[src/rtl/voter_pkg.sv]
// Shared types and constants for the voting session controller.
package voter_pkg;

   localparam int unsigned N_VOTERS = 4;

   // Bit positions inside the voter core's [3:1] classification vector
   localparam int unsigned RES_YES = 3;
   localparam int unsigned RES_TIE = 2;
   localparam int unsigned RES_NO  = 1;

   typedef enum logic [1:0] {
      IDLE   = 2'd0,
      OPEN   = 2'd1,
      TALLY  = 2'd2,
      RESULT = 2'd3
   } state_t;

   // Number of set bits in a ballot-sized vector
   function automatic logic [2:0] popcount4(input logic [N_VOTERS-1:0] v);
      popcount4 = 3'(v[0]) + 3'(v[1]) + 3'(v[2]) + 3'(v[3]);
   endfunction

endpackage

[src/rtl/voter_core.sv]
// Combinational 4-input majority classifier: yes majority / tie / no majority.
// Optional feature macro: VOTER_ABSTAIN_EN (cast mask excludes uncast voters,
// fewer than three cast votes gives an all-zero quorum-fail result).
import voter_pkg::*;

module voter_core (
`ifdef VOTER_ABSTAIN_EN
   input  logic [N_VOTERS-1:0] cast,
`endif
   input  logic [N_VOTERS-1:0] votes,
   output logic [3:1]          cls
);

`ifdef VOTER_ABSTAIN_EN
   logic [2:0] n_yes;
   logic [2:0] n_cast;
   logic [3:0] yes2;

   // Majority over cast votes only; compare 2*yes against the number cast
   always_comb begin
      cls    = '0;
      n_yes  = popcount4(votes & cast);
      n_cast = popcount4(cast);
      yes2   = {n_yes, 1'b0};
      if (n_cast >= 3'd3) begin
         if (yes2 > {1'b0, n_cast})
            cls[RES_YES] = 1'b1;
         else if (yes2 == {1'b0, n_cast})
            cls[RES_TIE] = 1'b1;
         else
            cls[RES_NO] = 1'b1;
      end
   end
`else
   logic [2:0] n_yes;

   // Uncast voters arrive as 0 in the ballot and therefore count as no
   always_comb begin
      cls   = '0;
      n_yes = popcount4(votes);
      if (n_yes >= 3'd3)
         cls[RES_YES] = 1'b1;
      else if (n_yes == 3'd2)
         cls[RES_TIE] = 1'b1;
      else
         cls[RES_NO] = 1'b1;
   end
`endif

endmodule

[src/rtl/voter_session_ctrl.sv]
// Voting session sequencer: open, collect one acked vote per voter, close on
// all-cast or timeout, classify the registered ballot, hold result until acked.
// Optional feature macro: VOTER_ABSTAIN_EN (adds abstain output, quorum rule).
import voter_pkg::*;

module voter_session_ctrl #(
   parameter int unsigned TIMEOUT_CYCLES = 16
) (
   input  logic                clk,
   input  logic                rst,
   input  logic                start,
   input  logic [N_VOTERS-1:0] vote_valid,
   input  logic [N_VOTERS-1:0] vote_val,
   output logic [N_VOTERS-1:0] vote_ack,
   output logic                busy,
   output logic                result_valid,
   output logic [2:0]          result,
   input  logic                result_ack,
`ifdef VOTER_ABSTAIN_EN
   output logic [N_VOTERS-1:0] abstain,
`endif
   output logic                timed_out
);

   localparam int unsigned TMR_W = $clog2(TIMEOUT_CYCLES);

   state_t              state;
   logic [N_VOTERS-1:0] ballot;
   logic [N_VOTERS-1:0] cast;
   logic [TMR_W-1:0]    timer;
   logic [N_VOTERS-1:0] accept;
   logic [3:1]          core_cls;

   // Voters presenting a first vote this cycle
   assign accept = vote_valid & ~cast;

   voter_core u_core (
`ifdef VOTER_ABSTAIN_EN
      .cast  (cast),
`endif
      .votes (ballot),
      .cls   (core_cls)
   );

   // Session FSM with registered outputs, ballot, cast mask and timer
   always_ff @(posedge clk) begin
      if (rst) begin
         state        <= IDLE;
         vote_ack     <= '0;
         busy         <= 1'b0;
         result_valid <= 1'b0;
         result       <= '0;
         timed_out    <= 1'b0;
         ballot       <= '0;
         cast         <= '0;
         timer        <= '0;
`ifdef VOTER_ABSTAIN_EN
         abstain      <= '0;
`endif
      end else begin
         vote_ack <= '0;
         case (state)
            IDLE: begin
               if (start) begin
                  state     <= OPEN;
                  busy      <= 1'b1;
                  ballot    <= '0;
                  cast      <= '0;
                  timer     <= '0;
                  timed_out <= 1'b0;
               end
            end
            OPEN: begin
               ballot   <= (ballot & ~accept) | (vote_val & accept);
               cast     <= cast | accept;
               vote_ack <= accept;
               timer    <= timer + TMR_W'(1);
               if ((cast | accept) == '1) begin
                  state <= TALLY;
               end else if (timer == TMR_W'(TIMEOUT_CYCLES - 1)) begin
                  state     <= TALLY;
                  timed_out <= 1'b1;
               end
            end
            TALLY: begin
               result       <= core_cls;
               result_valid <= 1'b1;
`ifdef VOTER_ABSTAIN_EN
               abstain      <= ~cast;
`endif
               state        <= RESULT;
            end
            RESULT: begin
               if (result_ack) begin
                  result_valid <= 1'b0;
                  busy         <= 1'b0;
                  state        <= IDLE;
               end
            end
            default: begin
               state <= IDLE;
               busy  <= 1'b0;
            end
         endcase
      end
   end

endmodule

[config.mk]
export PLATFORM = sky130hd
export DESIGN_NAME = voter_session_ctrl
export DESIGN_NICKNAME = d
export VERILOG_FILES = /design/src/rtl/voter_pkg.sv /design/src/rtl/voter_core.sv /design/src/rtl/voter_session_ctrl.sv
export SDC_FILE = /design/constraint.sdc
export NUM_CORES = 1
export LEC_CHECK = 0
export ABC_AREA = 1
export CAP_MARGIN = 20
export CORE_MARGIN = 5
export CORE_UTILIZATION = 34
export CTS_CLUSTER_DIAMETER = 60
export DETAILED_ROUTE_END_ITERATION = 7
export GPL_TIMING_DRIVEN = 0
export HOLD_SLACK_MARGIN = 0.06
export SYNTH_ARGS = -nofsm -noshare
export SYNTH_HDL_FRONTEND = slang
export SYNTH_SLANG_ARGS = --single-unit
[constraint.sdc]
create_clock -name clk -period 1.77 [get_ports clk]
set_input_delay 0.2655 -clock clk [delete_from_list [all_inputs] [get_ports clk]]
set_output_delay 0.2655 -clock clk [all_outputs]
set_load 0.02 [all_outputs]
== Yosys cells after proc, flatten, opt, wreduce, memory -nomap -nowiden ==
Index checks and enable logic that the tools add are counted.

* Eq/ne operators: 11
* Reductions and logical operators: 10
* $add $sub $neg: 4
* Bitwise logic cells: 8
* Mux-type cells: 21
* Magnitude comparators: 1

{| class="wikitable"
|+ Operators by type and width
! kind !! number
|-
| one-hot mux 4 bit (2 select lines) || 3
|-
| bitwise AND 4 bit || 3
|-
| two-way mux 2 bit || 5
|-
| equality test 4 bit, second input constant || 2
|-
| two-way mux 1 bit || 8
|-
| inequality test 2 bit, second input constant || 4
|-
| NOT 4 bit || 2
|-
| OR 4 bit || 2
|-
| one-hot mux 2 bit (4 select lines) || 1
|-
| adder 3 x 1 -> 3 bit || 2
|-
| one-hot mux 1 bit (2 select lines) || 3
|-
| AND reduction 3 bit || 2
|-
| nonzero test 2 bit || 3
|-
| adder 4 x 1 -> 4 bit, second input constant || 1
|-
| equality test 2 bit, second input constant || 2
|-
| two-way mux 4 bit || 1
|-
| AND reduction 2 bit || 2
|-
| AND reduction 4 bit || 1
|-
| equality test 3 x 2 -> 1 bit, second input constant || 1
|-
| >= comparator 3 x 2 -> 1 bit, second input constant || 1
|-
| inequality test 3 bit, second input constant || 1
|-
| adder 1 x 1 -> 2 bit || 1
|-
| equality test 2 x 1 -> 1 bit, second input constant || 1
|-
| logical NOT 2 bit || 1
|-
| 2 further kinds || 2
|}

* Flip-flop bits (word level): 24
* Word-level logic and storage cells: 64

== Depth between registers and ports, before layout ==
Gate-level depths: netlist of the first run.

* Depth after elaboration: 6
* Depth in mapped cells: 9
* Gate-level depth less buffers: 9

== Cells and area by module ==
From an unflattened synthesis of the first run, not the netlist that was laid out.

* Cells, all modules: 161
* Area, all modules: 1,159.9 um^2

{| class="wikitable"
|+ By module, submodules not included
! module !! sequential area each (um^2) !! cells an instance !! area an instance (um^2) !! times used
|-
| voter_session_ctrl || 480.5 || 149 || 1,069.8 || 1
|-
| voter_core || 0.0 || 12 || 90.1 || 1
|}

== Least setup slack after synthesis of the first run ==
No wires, ideal clock.

* Path type: register to register
* Start: register ballot[0]
* End: register result[1]
* Stages on the path, launching flop included: 7
* Period minus slack after synthesis: 1.517 ns
* Slack: 0.253 ns
* Setup time: 0.070 ns
* Data arrival time: 1.447 ns
* Cell sequence: dfxtp_1 > ha_1 > inv_1 > fa_1 > ha_1 > nand4_1 > a21oi_1

* Word-level cells in the longest chain between the ends: 6

{| class="wikitable"
|+ RTL lines
! item !! RTL line !! text
|-
| from (decl) || voter_session_ctrl.sv:28 || <nowiki>logic [N_VOTERS-1:0] ballot;</nowiki>
|-
| from (signal assigned) || voter_session_ctrl.sv:74 || <nowiki>ballot <= (ballot & ~accept) | (vote_val & accept);</nowiki>
|-
| adder 1 x 1 -> 2 bit (*) || voter_pkg.sv:20 || <nowiki>popcount4 = 3'(v[0]) + 3'(v[1]) + 3'(v[2]) + 3'(v[3]);</nowiki>
|-
| adder 3 x 1 -> 3 bit (*) (2 in series) || voter_pkg.sv:20 ||
|-
| branches (longest 2 deep; another with >= comparator 3 x 2 -> 1 bit) || n/a ||
|-
| two-way mux 2 bit (*) || voter_core.sv:41 || <nowiki>if (n_yes >= 3'd3)</nowiki>
|-
| to (signal assigned) || voter_session_ctrl.sv:86 || <nowiki>result <= core_cls;</nowiki>
|-
| to (decl) || voter_session_ctrl.sv:17 || <nowiki>output logic [2:0] result,</nowiki>
|}

Mark *: on every way between the ends.
A chain may end at the register's enable or synchronous reset.

== Worst setup path after layout of the first run ==
* Start: register ballot[0]
* End: register result[2]

* Word-level cells in the longest chain between the ends: 5

{| class="wikitable"
|+ RTL lines
! item !! RTL line
|-
| adder 1 x 1 -> 2 bit || voter_pkg.sv:20
|-
| adder 3 x 1 -> 3 bit (2 in series) || voter_pkg.sv:20
|-
| >= comparator 3 x 2 -> 1 bit || voter_core.sv:41
|-
| two-way mux 1 bit || voter_core.sv:41
|}

Every way passes these cells.

==> results.ini, run 1 <==
[outcome]
status = finished clean

[critical_path]
crit_family = adder cells
required_ns = 2.02
worstSetupPathType = reg2reg
startpoint_type = register
critical_path.slowest_cell = fa_1
slowest_delay_ns = 0.39
path_cells = ha_1 -> inv_1 -> fa_1 -> ha_1 -> nand2_1 -> a31oi_1
path_max_fanout = 2
critPathLaunch = ballot[0]
crit_buf_inv = 1
worstSetupEndpointType = register
cp_common_cell = ha_1
r2r-start = ballot[0]
cp_data_arrival_time_ns = 1.90

[synthesis]
synth.net_count = 181
postSynthCellCount = 160
ys_ff_latch = 24
synth_top_cell_by_area = dfxtp_1
yosys_warnings = 0
synthDistinctLibCells = 19
synth.avg_cell_area_um2 = 7.23
ys_seq_area_share_pct = 41.5
synth_top_area_share_pct = 41.5
syn_area_um2 = 1160
synth_area_leaders = dfxtp_1, inv_1, nor2_1

[global_routing]
grt_util_all_layers_pct = 11.8
antenna_found_initial = 0
grt_max_degree = 14
grt_pass1_wl_um = 4220
grt_pass1_vias = 961
grt-ovfl-total = 0

[power]
leakage_uw = 0.000676
p_sw_uw = 855
pwr-share-seq_pct = 38.2
p_clk_share_pct = 14.5
ir_drop_mv = 0.663
internal-power_uw = 1180
power_frac_comb_pct = 47.3
p_sw_share_pct = 42.0
powerDensity_nw_per_um2 = 1390

[die]
rows = 21
pin_count = 22
initial_core_util_pct = 35.0
die_w_um = 68.3
dieArea_um2 = 4670
core_region_area_um2 = 3310
fp.dieH_um = 68.3

[min_path]
worstHoldStart = cast[2]
hold_path.class = reg2reg

[cts]
clockBufferDepth = 2
tritoncts = built
post_cts_buffers = 0
clockRootBuffer = clkbuf_4
hold_buffers = 0
clk_pin_slew_worst_paths_ns = 0.14
cts_buffers = 3
insertion_delay_ns = 0.32
cts_resized = 0
cts_sinks = 24
cts_htree_levels = 1

[timing]
hold_viol_final = 0
timing.final.crit_share_pct = 93.1
tightest_slew_ns = 0.303
rsz0062_at_grt = no
drv_slew = 0
period_minus_slack_ns = 1.65
tns_ns = 0
relSlewSlack_pct = 79.7
clock_skew_ns = 0.00781
setup_viol = 0
fmax_mhz = 607

[finish]
fin_util_pct = 44.4
final-instance-count-excl-fill = 231
drive_above_1_share_pct = 6.49
layout.nets = 207
diodes = 0
area_delta_synth_final_pct = 27.0

[placed_design]
hpwlAfterDp_um = 1880
dp_cells = 227
gp_congestion = 0.739
io_buffers = 21

[routing]
routed_wl_um = 2360
vias_per_cell = 4.31
wl_per_cell_um = 10.2
drt_iter0_markers = 37
via_count = 996
ant_nets = 0
route.detailed.drc = 0
drt_first_pass_iters = 4

[run]
cap_violations = 0

==> sequential cells by signal (all words and copies together), names as in the netlist <==
| name | count |
|---|---|
| ballot | 4 |
| busy | 1 |
| cast | 4 |
| result | 3 |
| result_valid | 1 |
| state | 2 |
| timed_out | 1 |
| timer | 4 |
| vote_ack | 4 |
==> power by group through the flow <==
stage	Clock, µW	Sequential, µW	Combinational, µW
3_5_place_dp	0	790	953
4_1_cts	305	778	957
3_3_place_gp	0	780	924
6_report	295	778	964
5_1_grt	334	801	1120
2_1_floorplan	0	831	612
==> worst reg2reg max path, delay by kind of cell, from the launching register on <==
kind,cells,cell delay (ns)
DFF,1,0.35
AOI/OAI and AO/OA,1,0.15
adders and majority gates,3,0.98
and+or+nand+nor,1,0.06
buffers and inverters,1,0.05
==> through the flow <==
| stage | setup slack [ns] | total power (µW) | hold slack, ns | cell area, µm² |
|---|---|---|---|---|
| after global routing | 0.0264 | 2260 | 0.495 | 1470 |
| after CTS | 0.0720 | 2040 | 0.466 | 1460 |
| after detailed placement | 0.0841 | 1740 | 0.444 | 1430 |
| after floorplan | 0.253 | 1440 | 0.335 | 1160 |
| after global placement | 0.131 | 1700 | 0.440 | 1430 |
| final | 0.121 | 2040 | 0.466 | 1470 |
==> cell type report <==
type | instances | area [µm²]
fillers | 362 | 1840
clock buffers | 4 | 36.3
inverters | 37 | 139
flip-flops and latches | 24 | 482
repair buffers | 21 | 210
well taps | 46 | 57.6
multi-input cells | 99 | 546
==> metal layers <==
metal | GRT usage (%) | routed length, µm | up-vias
met5 | 0 | 0 | -
li1 | - | - | 542
met3 | 4.93 | 160 | 0
met2 | 19.9 | 1070 | 23
met1 | 14.4 | 1120 | 431
met4 | 1.49 | 0 | 0
==> final timing paths <==
kind | slack (ns) | end | cells after the start
hold / removal | 0.47 | vote_ack[2] | 1
hold reg to reg | 0.47 | vote_ack[2] | 1
setup / recovery | 0.12 | result[2] | 6
setup reg to reg | 0.12 | result[2] | 6
==> cells in the mapped netlist (all sizes together) <==
| master | n |
|---|---|
| nor3 | 5 |
| nand3 | 9 |
| nand2 | 27 |
| a211oi | 1 |
| o32ai | 1 |
| inv | 37 |
| o21ai | 9 |
| nor2 | 27 |
| ha | 8 |
| dfxtp | 24 |
| a31oi | 1 |
| a21oi | 9 |
| nand4 | 1 |
| fa | 1 |
==> cell families (layout without fill, tap and decap cells) <==
group / Yosys count / after routing / synth area share, %
flops: 24 / 24 / 41.5
buf+inv: 37 / 62 / 12.0
simple gates: 69 / 69 / 26.1
fa+ha+maj: 9 / 9 / 10.4
compound gates: 21 / 21 / 10.1
==> cells in the final DEF, fill, tap and decap left out, drive strengths merged <==
cell type       n
a211oi          1
a21oi           9
a31oi           1
clkbuf          4
clkdlybuf4s50  21
dfxtp          24
fa              1
ha              8
inv            37
nand2          27
nand3           9
nand4           1
nor2           27
nor3            5
o21ai           9
o32ai           1
Power figures use the tool's default switching activity.
==> inputs of run 2 (changes only) <==
--- a/config.mk
+++ b/config.mk
@@ -11,6 +11,7 @@
 export CORE_UTILIZATION = 34
 export CTS_CLUSTER_DIAMETER = 60
 export DETAILED_ROUTE_END_ITERATION = 7
+export GPL_ROUTABILITY_DRIVEN = 0
 export GPL_TIMING_DRIVEN = 0
 export HOLD_SLACK_MARGIN = 0.06
 export SYNTH_ARGS = -nofsm -noshare
==> results of run 2 <==
No change in the layout: final DEF, timing and power equal those of run 1.
==> inputs of run 3 (changes only) <==
--- a/config.mk
+++ b/config.mk
@@ -14,6 +14,7 @@
 export GPL_ROUTABILITY_DRIVEN = 0
 export GPL_TIMING_DRIVEN = 0
 export HOLD_SLACK_MARGIN = 0.06
+export SETUP_SLACK_MARGIN = 0.2
 export SYNTH_ARGS = -nofsm -noshare
 export SYNTH_HDL_FRONTEND = slang
 export SYNTH_SLANG_ARGS = --single-unit
==> results.ini, run 3 (synthesis gave the netlist of run 1 again) <==
[outcome]
status = finished clean

[critical_path]
crit_buf_inv = 1
path_cells = ha_4 -> inv_2 -> fa_2 -> ha_4 -> nand2_2 -> a31oi_1
worst_r2r_endpoint = result[2]
worstSetupPathType = reg2reg
rr_worst_depth = 6
crit_end = result[2]
slowest_delay_ns = 0.39
r2r-start = ballot[0]
critical_path.slowest_cell = fa_2
ff2ff_setup_slack_ns = 0.18
worstSetupEndpointType = register
startpoint_type = register
required_ns = 2.02
crit_family = adder cells
path_max_fanout = 2
cp.depth = 6
cp_data_arrival_time_ns = 1.83
cp_common_cell = ha_4
critPathLaunch = ballot[0]

[finish]
diodes = 0
layout.nets = 208
final_cell_mix = inv_1, nor2_1, nand2_1
drive_above_1_share_pct = 12.9
stdcell_area_um2 = 1540
final_common_cell = inv_1
area_delta_synth_final_pct = 33.1

[timing]
fmax_mhz = 631
fin_ws_ns = 0.184
period_minus_slack_ns = 1.59
setup_viol = 0
relSlewSlack_pct = 81.8
tns_ns = 0
rsz0062_at_grt = yes
tightest_slew_ns = 0.273
drv_slew = 0
clock_skew_ns = 0.0107
hold_viol_final = 0
timing.final.crit_share_pct = 89.6

[power]
powerDensity_nw_per_um2 = 1380
power_uw = 2130
ir_drop_mv = 0.658
leakage_uw = 0.000838

[global_routing]
grt_util_all_layers_pct = 12.2
grt_max_degree = 14
antenna_found_initial = 0
grt_pass1_vias = 993
grt-ovfl-total = 0
grt_pass1_wl_um = 4360

[die]
fp.dieH_um = 68.3
die_w_um = 68.3
pin_count = 22
rows = 21
core_region_area_um2 = 3310
dieArea_um2 = 4670
initial_core_util_pct = 35.0

[cts]
clockRootBuffer = clkbuf_4
cts_htree_levels = 1
cts_buffers = 3
clockBufferDepth = 2
cts_sinks = 24
hold_buffers = 0
insertion_delay_ns = 0.32
tritoncts = built
clk_pin_slew_worst_paths_ns = 0.14

[routing]
via_count = 1039
drt_first_pass_iters = 4
vias_per_cell = 4.48
routed_wl_um = 2470
wl_per_cell_um = 10.7
route.detailed.drc = 0
drt_iter0_markers = 39
ant_nets = 0

[placed_design]
io_buffers = 21
hpwlAfterDp_um = 1880
post-place-ws_ns = 0.0841
dpl_cell_area_um2 = 1430

[min_path]
hold_path.class = reg2reg

[run]
cap_violations = 0

==> run 3: cell types whose count changed in the layout (fill, tap and decap cells not counted), moves of 3 or more <==
cell	delta
ha_1	-4
dfxtp_2	+3
clkdlybuf4s50_1	-10
dlymetal6s2s_1	+9
dfxtp_1	-3
==> run 3: worst register-to-register path: stages, from the launching register on <==
cell and delay (ns):
dfxtp_2 0.36, ha_4 0.26, inv_2 0.03, fa_2 0.39
ha_4 0.28, nand2_2 0.04, a31oi_1 0.15
==> run 3: layout make-up <==
class                      count  area (µm²)
sequential                    24         485
tap                           46        57.6
multi-input combinational     99         581
timing repair buffer          22         239
inverter                      37         141
fill                         361        1770
clock buffer                   4        36.3
==> run 3: worst min path at each step <==
stage	startpoint	endpoint	slack, ns	cells past startpoint
2_1_floorplan	rst	result[1]	0.33	1
3_3_place_gp	busy	busy	0.44	2
3_5_place_dp	cast[0]	vote_ack[0]	0.44	1
4_1_cts	cast[0]	vote_ack[0]	0.47	1
5_1_grt	vote_val[2]	ballot[2]	0.49	3
6_report	cast[0]	vote_ack[0]	0.47	1
==> run 3: through the flow <==
step                hold slack (ns)  util (%)  std cells
floorplan                     0.335         -        160
global placement              0.440      43.0        227
detailed placement            0.444      43.0        227
CTS                           0.466      45.1        232
global route                  0.495      46.5        232
finish                        0.466      46.5        232
==> run 3: what timing repair did <==
action                                  CTS  global route
endpoints found under the setup margin   11            23
gates resized for setup                   6            18
pin swaps                                 3             6
buffers inserted                          1             0
gates cloned                              0             0
==> run 3: per-layer routing <==
layer	global-route usage [%]	wire length (µm)
met1	15.0	1130
met2	20.6	1170
met3	4.93	176
met4	1.49	0
met5	0	0
==> run 3: power by group <==
group	switching, µW	internal, µW
Sequential	96.4	695
Combinational	635	411
Clock	167	126
